File: src/rtl/irq_pkg.sv
// Shared types and constants for the interrupt pending/handshake controller.
package irq_pkg;

    localparam int NUM_IRQ = 8;
    localparam int VEC_W   = 3;

    // Every source is rising-edge latched unless the instance says otherwise.
    localparam logic [NUM_IRQ-1:0] DEFAULT_EDGE_MASK = 8'hFF;

    typedef enum logic [1:0] {
        IDLE    = 2'd0,
        REQ     = 2'd1,
        SERVICE = 2'd2
    } state_t;

    // One-hot select of a single source from its binary index.
    function automatic logic [NUM_IRQ-1:0] vec_to_onehot(input logic [VEC_W-1:0] idx);
        logic [NUM_IRQ-1:0] onehot;
        onehot      = '0;
        onehot[idx] = 1'b1;
        return onehot;
    endfunction

endpackage

File: src/rtl/irq_sync_edge.sv
// Single-bit synchroniser for one raw interrupt source, followed by a
// history flop so the owner can detect a rising edge on the synced level.
module irq_sync_edge #(
    parameter int SYNC_STAGES = 2
) (
    input  logic clk,
    input  logic rst_n,
    input  logic async_i,
    output logic sync_o,
    output logic rise_o
);

    logic [SYNC_STAGES-1:0] chain_q;
    logic [SYNC_STAGES-1:0] chain_d;
    logic                   prev_q;

    assign chain_d = {chain_q[SYNC_STAGES-2:0], async_i};

    // Shift the raw input through the metastability chain and remember the last synced level.
    always_ff @(posedge clk or negedge rst_n) begin
        if (!rst_n) begin
            chain_q <= '0;
            prev_q  <= 1'b0;
        end else begin
            chain_q <= chain_d;
            prev_q  <= chain_q[SYNC_STAGES-1];
        end
    end

    assign sync_o = chain_q[SYNC_STAGES-1];
    assign rise_o = sync_o & ~prev_q;

endmodule

File: src/rtl/irq_pending_ctrl.sv
// Interrupt capture and CPU handshake stage in front of an 8:3 active-low
// priority encoder. Raw sources are synchronised, latched as pending (edge or
// level per source), masked toward the encoder, and the encoder's answer is
// turned into an irq/ack/eoi handshake with the CPU.
// Optional build macro IRQ_ACK_TIMEOUT_EN adds an ack watchdog and the
// ack_timeout output; without it REQ waits for the CPU indefinitely.
module irq_pending_ctrl
    import irq_pkg::*;
#(
    parameter int                  SYNC_STAGES    = 2,
    parameter logic [NUM_IRQ-1:0]  EDGE_MASK      = DEFAULT_EDGE_MASK,
    parameter int                  TIMEOUT_CYCLES = 256
) (
    input  logic               clk,
    input  logic               rst_n,
    input  logic [NUM_IRQ-1:0] irq_in,
    input  logic [NUM_IRQ-1:0] mask,
    output logic [NUM_IRQ-1:0] enc_in_n,
    output logic               enc_en_n,
    input  logic [VEC_W-1:0]   enc_code_n,
    input  logic               enc_gs_n,
    output logic               cpu_irq,
    input  logic               cpu_ack,
    input  logic               cpu_eoi,
    output logic [VEC_W-1:0]   cpu_vec,
    output logic               vec_valid,
    output logic               vec_spurious,
`ifdef IRQ_ACK_TIMEOUT_EN
    output logic               ack_timeout,
`endif
    output logic [NUM_IRQ-1:0] pending
);

    logic [NUM_IRQ-1:0] sync_w;
    logic [NUM_IRQ-1:0] rise_w;

    logic [NUM_IRQ-1:0] pending_q;
    logic [NUM_IRQ-1:0] pending_d;
    logic [NUM_IRQ-1:0] edge_pend;
    logic [NUM_IRQ-1:0] clear_vec;

    state_t             state_q;
    state_t             state_d;
    logic               cpu_irq_q;
    logic               cpu_irq_d;
    logic [VEC_W-1:0]   cpu_vec_q;
    logic [VEC_W-1:0]   cpu_vec_d;
    logic               vec_valid_q;
    logic               vec_valid_d;
    logic               vec_spurious_q;
    logic               vec_spurious_d;

`ifdef IRQ_ACK_TIMEOUT_EN
    localparam int               WD_W     = $clog2(TIMEOUT_CYCLES) + 1;
    localparam logic [WD_W-1:0]  WD_LIMIT = WD_W'(TIMEOUT_CYCLES - 1);

    logic [WD_W-1:0] wd_cnt_q;
    logic [WD_W-1:0] wd_cnt_d;
    logic            ack_timeout_q;
    logic            ack_timeout_d;
`else
    // The watchdog is compiled out; the limit stays a parameter so both builds share one interface.
    localparam int timeout_cycles_unused = TIMEOUT_CYCLES;
`endif

    for (genvar g = 0; g < NUM_IRQ; g++) begin : g_sync
        irq_sync_edge #(
            .SYNC_STAGES (SYNC_STAGES)
        ) u_sync (
            .clk     (clk),
            .rst_n   (rst_n),
            .async_i (irq_in[g]),
            .sync_o  (sync_w[g]),
            .rise_o  (rise_w[g])
        );
    end

    // Edge sources: a fresh edge is applied after the service clear so a
    // coincident edge keeps the request alive. Level sources simply follow
    // the synced input every cycle and ignore the clear.
    assign edge_pend = (pending_q & ~clear_vec) | rise_w;
    assign pending_d = (EDGE_MASK & edge_pend) | (~EDGE_MASK & sync_w);

    // Handshake FSM: raise cpu_irq when the encoder reports a request, capture
    // the vector on ack, and hold the encoder disabled until end-of-interrupt.
    always_comb begin
        state_d        = state_q;
        cpu_irq_d      = cpu_irq_q;
        cpu_vec_d      = cpu_vec_q;
        vec_valid_d    = vec_valid_q;
        vec_spurious_d = vec_spurious_q;
        clear_vec      = '0;
`ifdef IRQ_ACK_TIMEOUT_EN
        wd_cnt_d       = '0;
        ack_timeout_d  = 1'b0;
`endif
        unique case (state_q)
            IDLE: begin
                if (!enc_gs_n) begin
                    state_d   = REQ;
                    cpu_irq_d = 1'b1;
                end
            end
            REQ: begin
                if (cpu_ack) begin
                    cpu_irq_d = 1'b0;
                    if (!enc_gs_n) begin
                        cpu_vec_d      = ~enc_code_n;
                        vec_valid_d    = 1'b1;
                        vec_spurious_d = 1'b0;
                        clear_vec      = vec_to_onehot(~enc_code_n) & EDGE_MASK;
                        state_d        = SERVICE;
                    end else begin
                        cpu_vec_d      = '0;
                        vec_valid_d    = 1'b0;
                        vec_spurious_d = 1'b1;
                        state_d        = IDLE;
                    end
                end
`ifdef IRQ_ACK_TIMEOUT_EN
                else if (wd_cnt_q == WD_LIMIT) begin
                    cpu_irq_d     = 1'b0;
                    ack_timeout_d = 1'b1;
                    state_d       = IDLE;
                end else begin
                    wd_cnt_d = wd_cnt_q + 1'b1;
                end
`endif
            end
            SERVICE: begin
                if (cpu_eoi) begin
                    vec_valid_d = 1'b0;
                    state_d     = IDLE;
                end
            end
            default: begin
                state_d   = IDLE;
                cpu_irq_d = 1'b0;
            end
        endcase
    end

    // State, pending bits and all CPU-facing outputs are registered.
    always_ff @(posedge clk or negedge rst_n) begin
        if (!rst_n) begin
            state_q        <= IDLE;
            pending_q      <= '0;
            cpu_irq_q      <= 1'b0;
            cpu_vec_q      <= '0;
            vec_valid_q    <= 1'b0;
            vec_spurious_q <= 1'b0;
        end else begin
            state_q        <= state_d;
            pending_q      <= pending_d;
            cpu_irq_q      <= cpu_irq_d;
            cpu_vec_q      <= cpu_vec_d;
            vec_valid_q    <= vec_valid_d;
            vec_spurious_q <= vec_spurious_d;
        end
    end

`ifdef IRQ_ACK_TIMEOUT_EN
    // Watchdog counts REQ cycles and produces a one-cycle timeout pulse.
    always_ff @(posedge clk or negedge rst_n) begin
        if (!rst_n) begin
            wd_cnt_q      <= '0;
            ack_timeout_q <= 1'b0;
        end else begin
            wd_cnt_q      <= wd_cnt_d;
            ack_timeout_q <= ack_timeout_d;
        end
    end

    assign ack_timeout = ack_timeout_q;
`endif

    assign enc_in_n     = ~(pending_q & mask);
    assign enc_en_n     = (state_q == SERVICE);
    assign cpu_irq      = cpu_irq_q;
    assign cpu_vec      = cpu_vec_q;
    assign vec_valid    = vec_valid_q;
    assign vec_spurious = vec_spurious_q;
    assign pending      = pending_q;

endmodule

File: config.mk
export PLATFORM = sky130hd
export DESIGN_NAME = irq_pending_ctrl
export DESIGN_NICKNAME = d
export VERILOG_FILES = /design/src/rtl/irq_pkg.sv /design/src/rtl/irq_sync_edge.sv /design/src/rtl/irq_pending_ctrl.sv
export SDC_FILE = /design/constraint.sdc
export NUM_CORES = 1
export LEC_CHECK = 0
export BUFFER_PORTS_ARGS = -buffer_cell sky130_fd_sc_hd__buf_2
export CAP_MARGIN = 20
export CORE_MARGIN = 1
export CORE_UTILIZATION = 30
export DETAILED_ROUTE_END_ITERATION = 8
export PLACE_DENSITY = 0.59
export SLEW_MARGIN = 20
export SYNTH_ARGS = -nofsm -noshare
export SYNTH_HDL_FRONTEND = slang
export SYNTH_SLANG_ARGS = --single-unit
File: constraint.sdc
create_clock -name clk -period 1.1 [get_ports clk]
set_input_delay 0.22 -clock clk [delete_from_list [all_inputs] [get_ports clk]]
set_output_delay 0.22 -clock clk [all_outputs]
set_load 0.05 [all_outputs]
---- After elaboration in Yosys (flattened, before gate mapping) ----
Cells that the tools add are included.
word-level totals
  bits in registers ....................... 40
  input bits .............................. 24
  output and inout port bits .............. 23
  logic and storage cells ................. 78
operators by class
  order comparisons ....................... 2
  equal/unequal tests ..................... 5
  muxes and demuxes ....................... 19
  bitwise operators ....................... 23
  reductions and logical operators ........ 7
operator list
  cell                count
  $mux 8              3
  $and 8x8->8         2
  $not 8->8           2
  $not 1->1           9
  $reduce_and 3->1    3
  $and 1x1->1         8
  $mux 2              4
  $or 8x8->8          1
  $mux 1              7
  $pmux 2 s3          1
  $lt 3x4->1 const B  1
  $ne 2x2->1 const B  2
  $demux 1 s3         1
  $ge 3x1->1 const B  1
  $mux 3              1
  $not 3->3           1
  $pmux 1 s3          1
  $eq 2x1->1 const B  1
  $eq 2x2->1 const B  1
  $logic_not 2->1     1
  $ne 2x1->1 const B  1
  $pmux 1 s2          1
  $reduce_and 2->1    1
  $reduce_bool 2->1   1
  $logic_and 1x1->1   1

---- Longest topological paths before layout ----
Gate-level depths: netlist (run 1).
  depth in word-level cells ............... 11
  depth in mapped cells ................... 4
  mapped depth without buffers ............ 3

---- Hierarchy ----
Synthesis (run 1) repeated with hierarchy kept, for this count alone.
second synthesis, totals
  cell total of the unflattened synthesis .. 107
  area, all modules ....................... 1472.7 µm²
modules (own cells, without submodules)
  module            instances  cells each  area each (µm²)  sequential area each (µm²)
  irq_pending_ctrl  1          75          762.0            400.4
  irq_sync_edge     8          4           88.8             75.1

---- Least setup slack after synthesis (run 1) ----
No wires, ideal clock.
  kind .................................... flip-flop to flip-flop
  start point ............................. register state_q[0]
  end point ............................... register state_q[1]
  setup time .............................. 78 ps
  data arrival time ....................... 1379 ps
  data required time ...................... 1022 ps
  slack ................................... -357 ps
  cell stages (with the launch flop) ...... 3
  buffers on the path ..................... 0
  period minus slack after synthesis ...... 1457 ps
  cells stage by stage .................... dfrtp_1 -> nor2b_1 -> o2bb2ai_1
between the ends
  word-level cells in the longest chain between the ends .. 3
  elaborated cells on any way between the ends .. 8
  those cells by class .................... eq/ne (5); mux (1); reduce/logical (2)
ends and longest elaborated chain
  what                               line                     RTL
  from (decl)                        irq_pending_ctrl.sv:42   state_t state_q;
  from (signal assigned)             irq_pending_ctrl.sv:153  state_q <= state_d;
  $eq 2x2->1 (*)                     n/a
  named net enc_en_n                 irq_pending_ctrl.sv:19   output logic enc_en_n,
  $ne 2x1->1 (no source line)        n/a
  $reduce_and 3->1 (no source line)  n/a
The timed path passes the listed nets; every way through them passes the cells marked *.
A chain may end at the register's enable or synchronous reset.

---- Worst setup path in the final report (run 1) ----
  start point ............................. register state_q[0]
  end point ............................... output port enc_en_n
between the ends
  word-level cells in the longest chain between the ends .. 1
ends and longest elaborated chain
  what        line                     RTL
  $eq 2x2->1  irq_pending_ctrl.sv:178  assign enc_en_n = (state_q == SERVICE);
  to (decl)   irq_pending_ctrl.sv:19
No other way between the ends.

==> impl_metrics.toml, run 1 <==
[detailed_routing]
drc_errors = 0
wirelength_um = 3040
drt_iter0_drc = 43
wl_per_cell_um = 13.2
ant_nets = 0
viasPerCell = 4.46
vias = 1030
drt-pass1-iter-count = 2

[pwr]
pwr-share-clk_pct = 24.6
switching_share_pct = 34.8
power_mw = 4.80
p_seq_share_pct = 37.6
p_comb_share_pct = 37.8
leakagePower_nw = 1.06
p_switching_mw = 1.67
power_density_nw_per_um2 = 2100
p_int_mw = 3.13
irDropWorstVdd_mv = 1.00

[yosys]
synth-async-reset-ratio_pct = 100
synth_top_cell_by_area = "dfrtp_1"
syn_area_um2 = 1370
synth_warnings = 0
synth_edf_count = 0
synth.most_common_cell = "dfrtp_1"
synth_top_area_share_pct = 72.9
synth_cells = 104
yosys_most_used_dff = "dfrtp_1"
synth_seq_area_share_pct = 72.9
ys_seq_elements = 40
ys_top_cells_by_area = "dfrtp_1, nand2_1, o21ai_0"
syn-num-nets = 128
syn_avg_cell_area_um2 = 13.2
synth_cell_types = 23
ys_top_cells_by_count = "dfrtp_1, nand2_1, inv_1, o21ai_0, o31ai_1"

[sta]
tightest_slew_ps = 243
max_freq_mhz = 791
rsz0062_at_grt = "yes"
fin_skew_ps = 6.92
post-route-period-util_pct = 115
finalSetupViolCount = 26
max_slew_margin_pct = 83.8
fin_ws_ps = -165
drv_slew = 0
hold_viol_final = 0
fin_crit_ps = 1260

[layout]
fin_util_pct = 52.0
area_delta_synth_final_pct = 66.0
multi_input_area_um2 = 442
finish.instance_area_um2 = 2280
nNetsFinal = 202
drive_above_1_share_pct = 62.6
layout.cells.non_filler = 231
fillCellCount = 374
layout.area.seq_um2 = 1010
antenna_cells = 0

[setup_path]
worst_setup_path_start_kind = "flip-flop"
cp-end-kind = "output pin"
crit_chain = "nor2b_4 -> buf_6"
critPathMaxStageDelay_ps = 440
cp.required_ps = 880
critPathSlowestCell = "dfrtp_2"
path_max_fanout = 3
arrival_ps = 1040
critPathKind = "flip-flop to output pin"

[global_routing]
busiest_layer = "met2"
grt_pass1_vias = 1086
use_met3_pct = 5.38
antenna_found_initial = 0
grt_pass1_wl_um = 5090
grt_util_met2_pct = 22.3
grt_max_degree = 41
overflow = 0
track_usage_pct = 13.8
use_met1_pct = 16.0

[status]
status = "finished, violations left"
violations = "negative setup slack"

[place]
port_buffers = 46
hpwl_um = 1980
dp.cells = 207
place_ws_ps = -105
gp_congestion = 0.701
placed_cell_area_um2 = 1760

[clock_tree]
cts.path.max_buffers = 2
h-tree-depth = 2
clock-sinks = 40
cts_root_buf = "clkbuf_8"
path_clk_slew_ps = 80
cts_tree = "built"
cts-buffers-inserted = 5
insertion_delay_ps = 290

[floorplan]
start_util_pct = 31.3
coreArea_um2 = 4380
die_h_um = 69.6
rows = 24
fp.dieArea_um2 = 4850
pin_count = 47
die_width_um = 69.6

[flow_run]
max-cap-violations = 0

[min_path]
min_path_type = "input port to flip-flop"
layout by cell type, fill, tap and decap left out, types with 5 or more instances in the layout:
master | Yosys | routed
buf_2 | 0 | 23
buf_4 | 1 | 17
buf_6 | 1 | 18
buf_8 | 0 | 9
clkbuf_8 | 0 | 5
dfrtp_1 | 40 | 31
dfrtp_2 | 0 | 9
inv_1 | 10 | 10
nand2_2 | 0 | 10
o21ai_1 | 2 | 11
final timing paths:
kind	endpoint	from	slack, ps	cells after the start
setup / recovery	enc_en_n	state_q[0]	-160	2
setup reg to reg	pending[2]	state_q[1]	-40	3
min in group asynchronous	g_sync[7].u_sync.chain_q[1]	rst_n	410	3
hold reg to reg	g_sync[0].u_sync.chain_q[1]	g_sync[0].u_sync.chain_q[0]	350	0
hold / removal	g_sync[4].u_sync.chain_q[0]	irq_in[4]	30	1
max in group asynchronous	pending[7]	rst_n	480	3
power groups by stage:
| stage | Sequential [mW] | Clock (mW) | Combinational [mW] |
|---|---|---|---|
| floorplan | 2.24 | 0 | 0.366 |
| global placement | 1.82 | 0 | 1.11 |
| detailed placement | 1.83 | 0 | 1.13 |
| CTS | 1.80 | 1.23 | 1.61 |
| global route | 1.83 | 1.29 | 1.89 |
| finish | 1.80 | 1.18 | 1.81 |
critical path: cells and delay by family, from the launching register on:
family	cells	cell delay, ps
flip-flops	1	440
buffers and inverters	1	170
AND/OR/NAND/NOR	1	140
area by class of cell:
class	instances	share of cell area, %
sequential	40	44.4
timing repair buffer	69	26.8
multi-input combinational	52	19.4
clock buffer	5	3.02
tap	52	2.86
clock inverter	3	1.87
inverter	10	1.65
sequential cells by signal (all words and copies together) (netlist names):
register and cells:
cpu_irq 1, g_sync.u_sync.chain_q 16, cpu_vec 3, pending 8, vec_valid 1, g_sync.u_sync.prev_q 8, vec_spurious 1, state_q 2
cell families after synthesis:
| group | count (synthesis) | synth area share (%) |
|---|---|---|
| flip-flops | 40 | 72.9 |
| AND/OR/NAND/NOR | 27 | 10.5 |
| AO/OA/AOI/OAI | 25 | 12.5 |
| buffers and inverters | 12 | 4.10 |
routing by layer:
| layer | up-vias | share of wire (%) |
|---|---|---|
| met5 | - | 0 |
| met4 | 0 | 1.6 |
| met3 | 5 | 5.5 |
| met2 | 25 | 55 |
| met1 | 504 | 38 |
| li1 | 496 | - |
repair_timing:
action | in CTS | in global routing
endpoints found under the hold margin | 40 | 0
setup endpoints to repair | 36 | 34
setup buffers | 9 | 5
hold buffers | 1 | 0
gates resized for setup | 71 | 17
pin swaps | 5 | 10
cloned | 1 | 0
through the flow:
step,hold WS [ps],TNS [ps]
3_3_place_gp,197,-304
5_1_grt,3.10,-2170
4_1_cts,9.51,-1260
6_report,25.2,-1020
2_1_floorplan,-75.6,0
3_5_place_dp,204,-785
Note: power is estimated with default switching activity, not from simulation.
==> run 2: changes to the inputs <==
- CELL_PAD_IN_SITES_DETAIL_PLACEMENT: unset -> 0
- CELL_PAD_IN_SITES_GLOBAL_PLACEMENT: unset -> 1
- PLACE_DENSITY: 0.59 -> 0.71
- SLEW_MARGIN: 20 -> 0
==> impl_metrics.toml, run 2 (synthesized netlist as in run 1, its figures left out) <==
[status]
status = "finished, violations left"
violations = "negative setup slack"

[floorplan]
coreArea_um2 = 4380
start_util_pct = 31.3
fp.dieArea_um2 = 4850
die_h_um = 69.6
die_width_um = 69.6
pin_count = 47
rows = 24

[setup_path]
cp.required_ps = 880
arrival_ps = 1040
critPathBufInv = 1
crit_chain = "nor2b_4 -> buf_6"
cp_top_family = "flip-flops"
cp-end-kind = "output pin"
path_max_fanout = 4
critPathKind = "flip-flop to output pin"
worst_setup_path_start_kind = "flip-flop"
critPathMaxStageDelay_ps = 450
critPathSlowestCell = "dfrtp_2"

[place]
port_buffers = 46
gp_congestion = 0.743
hpwl_um = 2000

[clock_tree]
insertion_delay_ps = 290
cts-buffers-inserted = 5
h-tree-depth = 2
cts_root_buf = "clkbuf_8"
cts_tree = "built"
cts.path.max_buffers = 2
clock-sinks = 40
path_clk_slew_ps = 70

[min_path]
min_path_type = "input port to flip-flop"

[sta]
fin_crit_ps = 1260
hold_viol_final = 0
fin_ws_ps = -161
drv_slew = 0
finalSetupViolCount = 28
post-route-period-util_pct = 115
max_freq_mhz = 793
rsz0062_at_grt = "yes"
max_slew_margin_pct = 75.9
fin_skew_ps = 4.95
tightest_slew_ps = 362

[global_routing]
overflow = 0
grt_pass1_wl_um = 4640
track_usage_pct = 12.5
grt_max_degree = 16
grt_pass1_vias = 1077
antenna_found_initial = 0

[layout]
largest_reg_flops = 16
mostFrequentLayoutCell = "dfrtp_1"
nNetsFinal = 207
final_cell_mix = "dfrtp_1, buf_2, buf_4, buf_6, nand2_2"
fillCellCount = 355
multi_input_area_um2 = 467
area_delta_synth_final_pct = 69.5
antenna_cells = 0
regMostFlops = "g_sync.u_sync.chain_q"
drive_above_1_share_pct = 64.7
layout.area.seq_um2 = 1010
fin_util_pct = 53.1

[detailed_routing]
wl_per_cell_um = 13.1
wirelength_um = 3090
ant_nets = 0
drc_errors = 0
drt-pass1-iter-count = 4
viasPerCell = 4.44
drt_iter0_drc = 12
vias = 1048

[pwr]
irDropWorstVdd_mv = 1.03
leakagePower_nw = 1.09
power_mw = 4.77
power_density_nw_per_um2 = 2050

[flow_run]
max-cap-violations = 0
run 2: cell count changes in the layout (fill, tap and decap cells not counted), moves of 2 or more:
cell / change
buf_4: +6
o21ai_2: +3
o31ai_4: +2
o21ai_1: -3
buf_8: -2
o31ai_2: -2
run 2: repair_timing:
item,4_1_cts,5_1_grt
pin swaps,3,7
hold endpoints to repair,13,0
gates resized for setup,63,26
setup buffers,9,9
cloned,1,0
setup endpoints to repair,35,35
hold buffers,1,0
run 2: worst reg2reg max path, stage by stage (launching register included):
cell and delay [ps]:
dfrtp_1 410, nand4b_1 260, buf_4 200, o21ai_2 110
o21ai_1 70
run 2: metal layers:
metal / wire length [um] / global-route usage (%) / part of all wire (%) / up-vias
met4: 55 / 6.67 / 1.8 / 0
li1: - / - / - / 502
met2: 1620 / 20.8 / 52 / 36
met1: 1240 / 14.2 / 40 / 504
met3: 176 / 4.07 / 5.7 / 6
met5: 0 / 0 / 0 / -
run 2: report_power, final:
part           switching, mW  total [mW]  internal, mW  leakage (nW)
Sequential             0.165        1.83          1.66         0.448
Combinational           1.00        1.78         0.777         0.586
Clock                  0.489        1.16         0.673        0.0552
Total                   1.66        4.77          3.11          1.09
run 2: final timing paths:
kind / from / end / slack, ps / cells past startpoint
setup / recovery: state_q[0] / enc_en_n / -160 / 2
hold / removal: irq_in[2] / g_sync[2].u_sync.chain_q[0] / 30 / 1
setup reg to reg: state_q[1] / pending[1] / -60 / 4
hold reg to reg: g_sync[2].u_sync.chain_q[0] / g_sync[2].u_sync.chain_q[1] / 350 / 0
max in group asynchronous: rst_n / pending[4] / 210 / 3
min in group asynchronous: rst_n / state_q[1] / 380 / 2
run 2: layout make-up:
type / instances / area share (%)
Tap cell: 52 / 2.80
Timing Repair Buffer: 74 / 27.4
Multi-Input combinational cell: 52 / 20.1
Sequential cell: 40 / 43.5
Clock buffer: 6 / 3.12
Clock inverter: 2 / 1.51
Inverter: 10 / 1.61
run 2: metrics by stage:
stage               instance area [um2]  TNS (ps)  std cells  setup WS (ps)  hold WS [ps]
global route                       2330     -2450        236           -193          13.4
CTS                                2140     -1160        227           -177          21.6
detailed placement                 1770      -801        208           -139           156
global placement                   1770      -472        208           -116           143
floorplan                          1420         0        104           3.56         -75.6
finish                             2330     -1160        236           -161          28.7
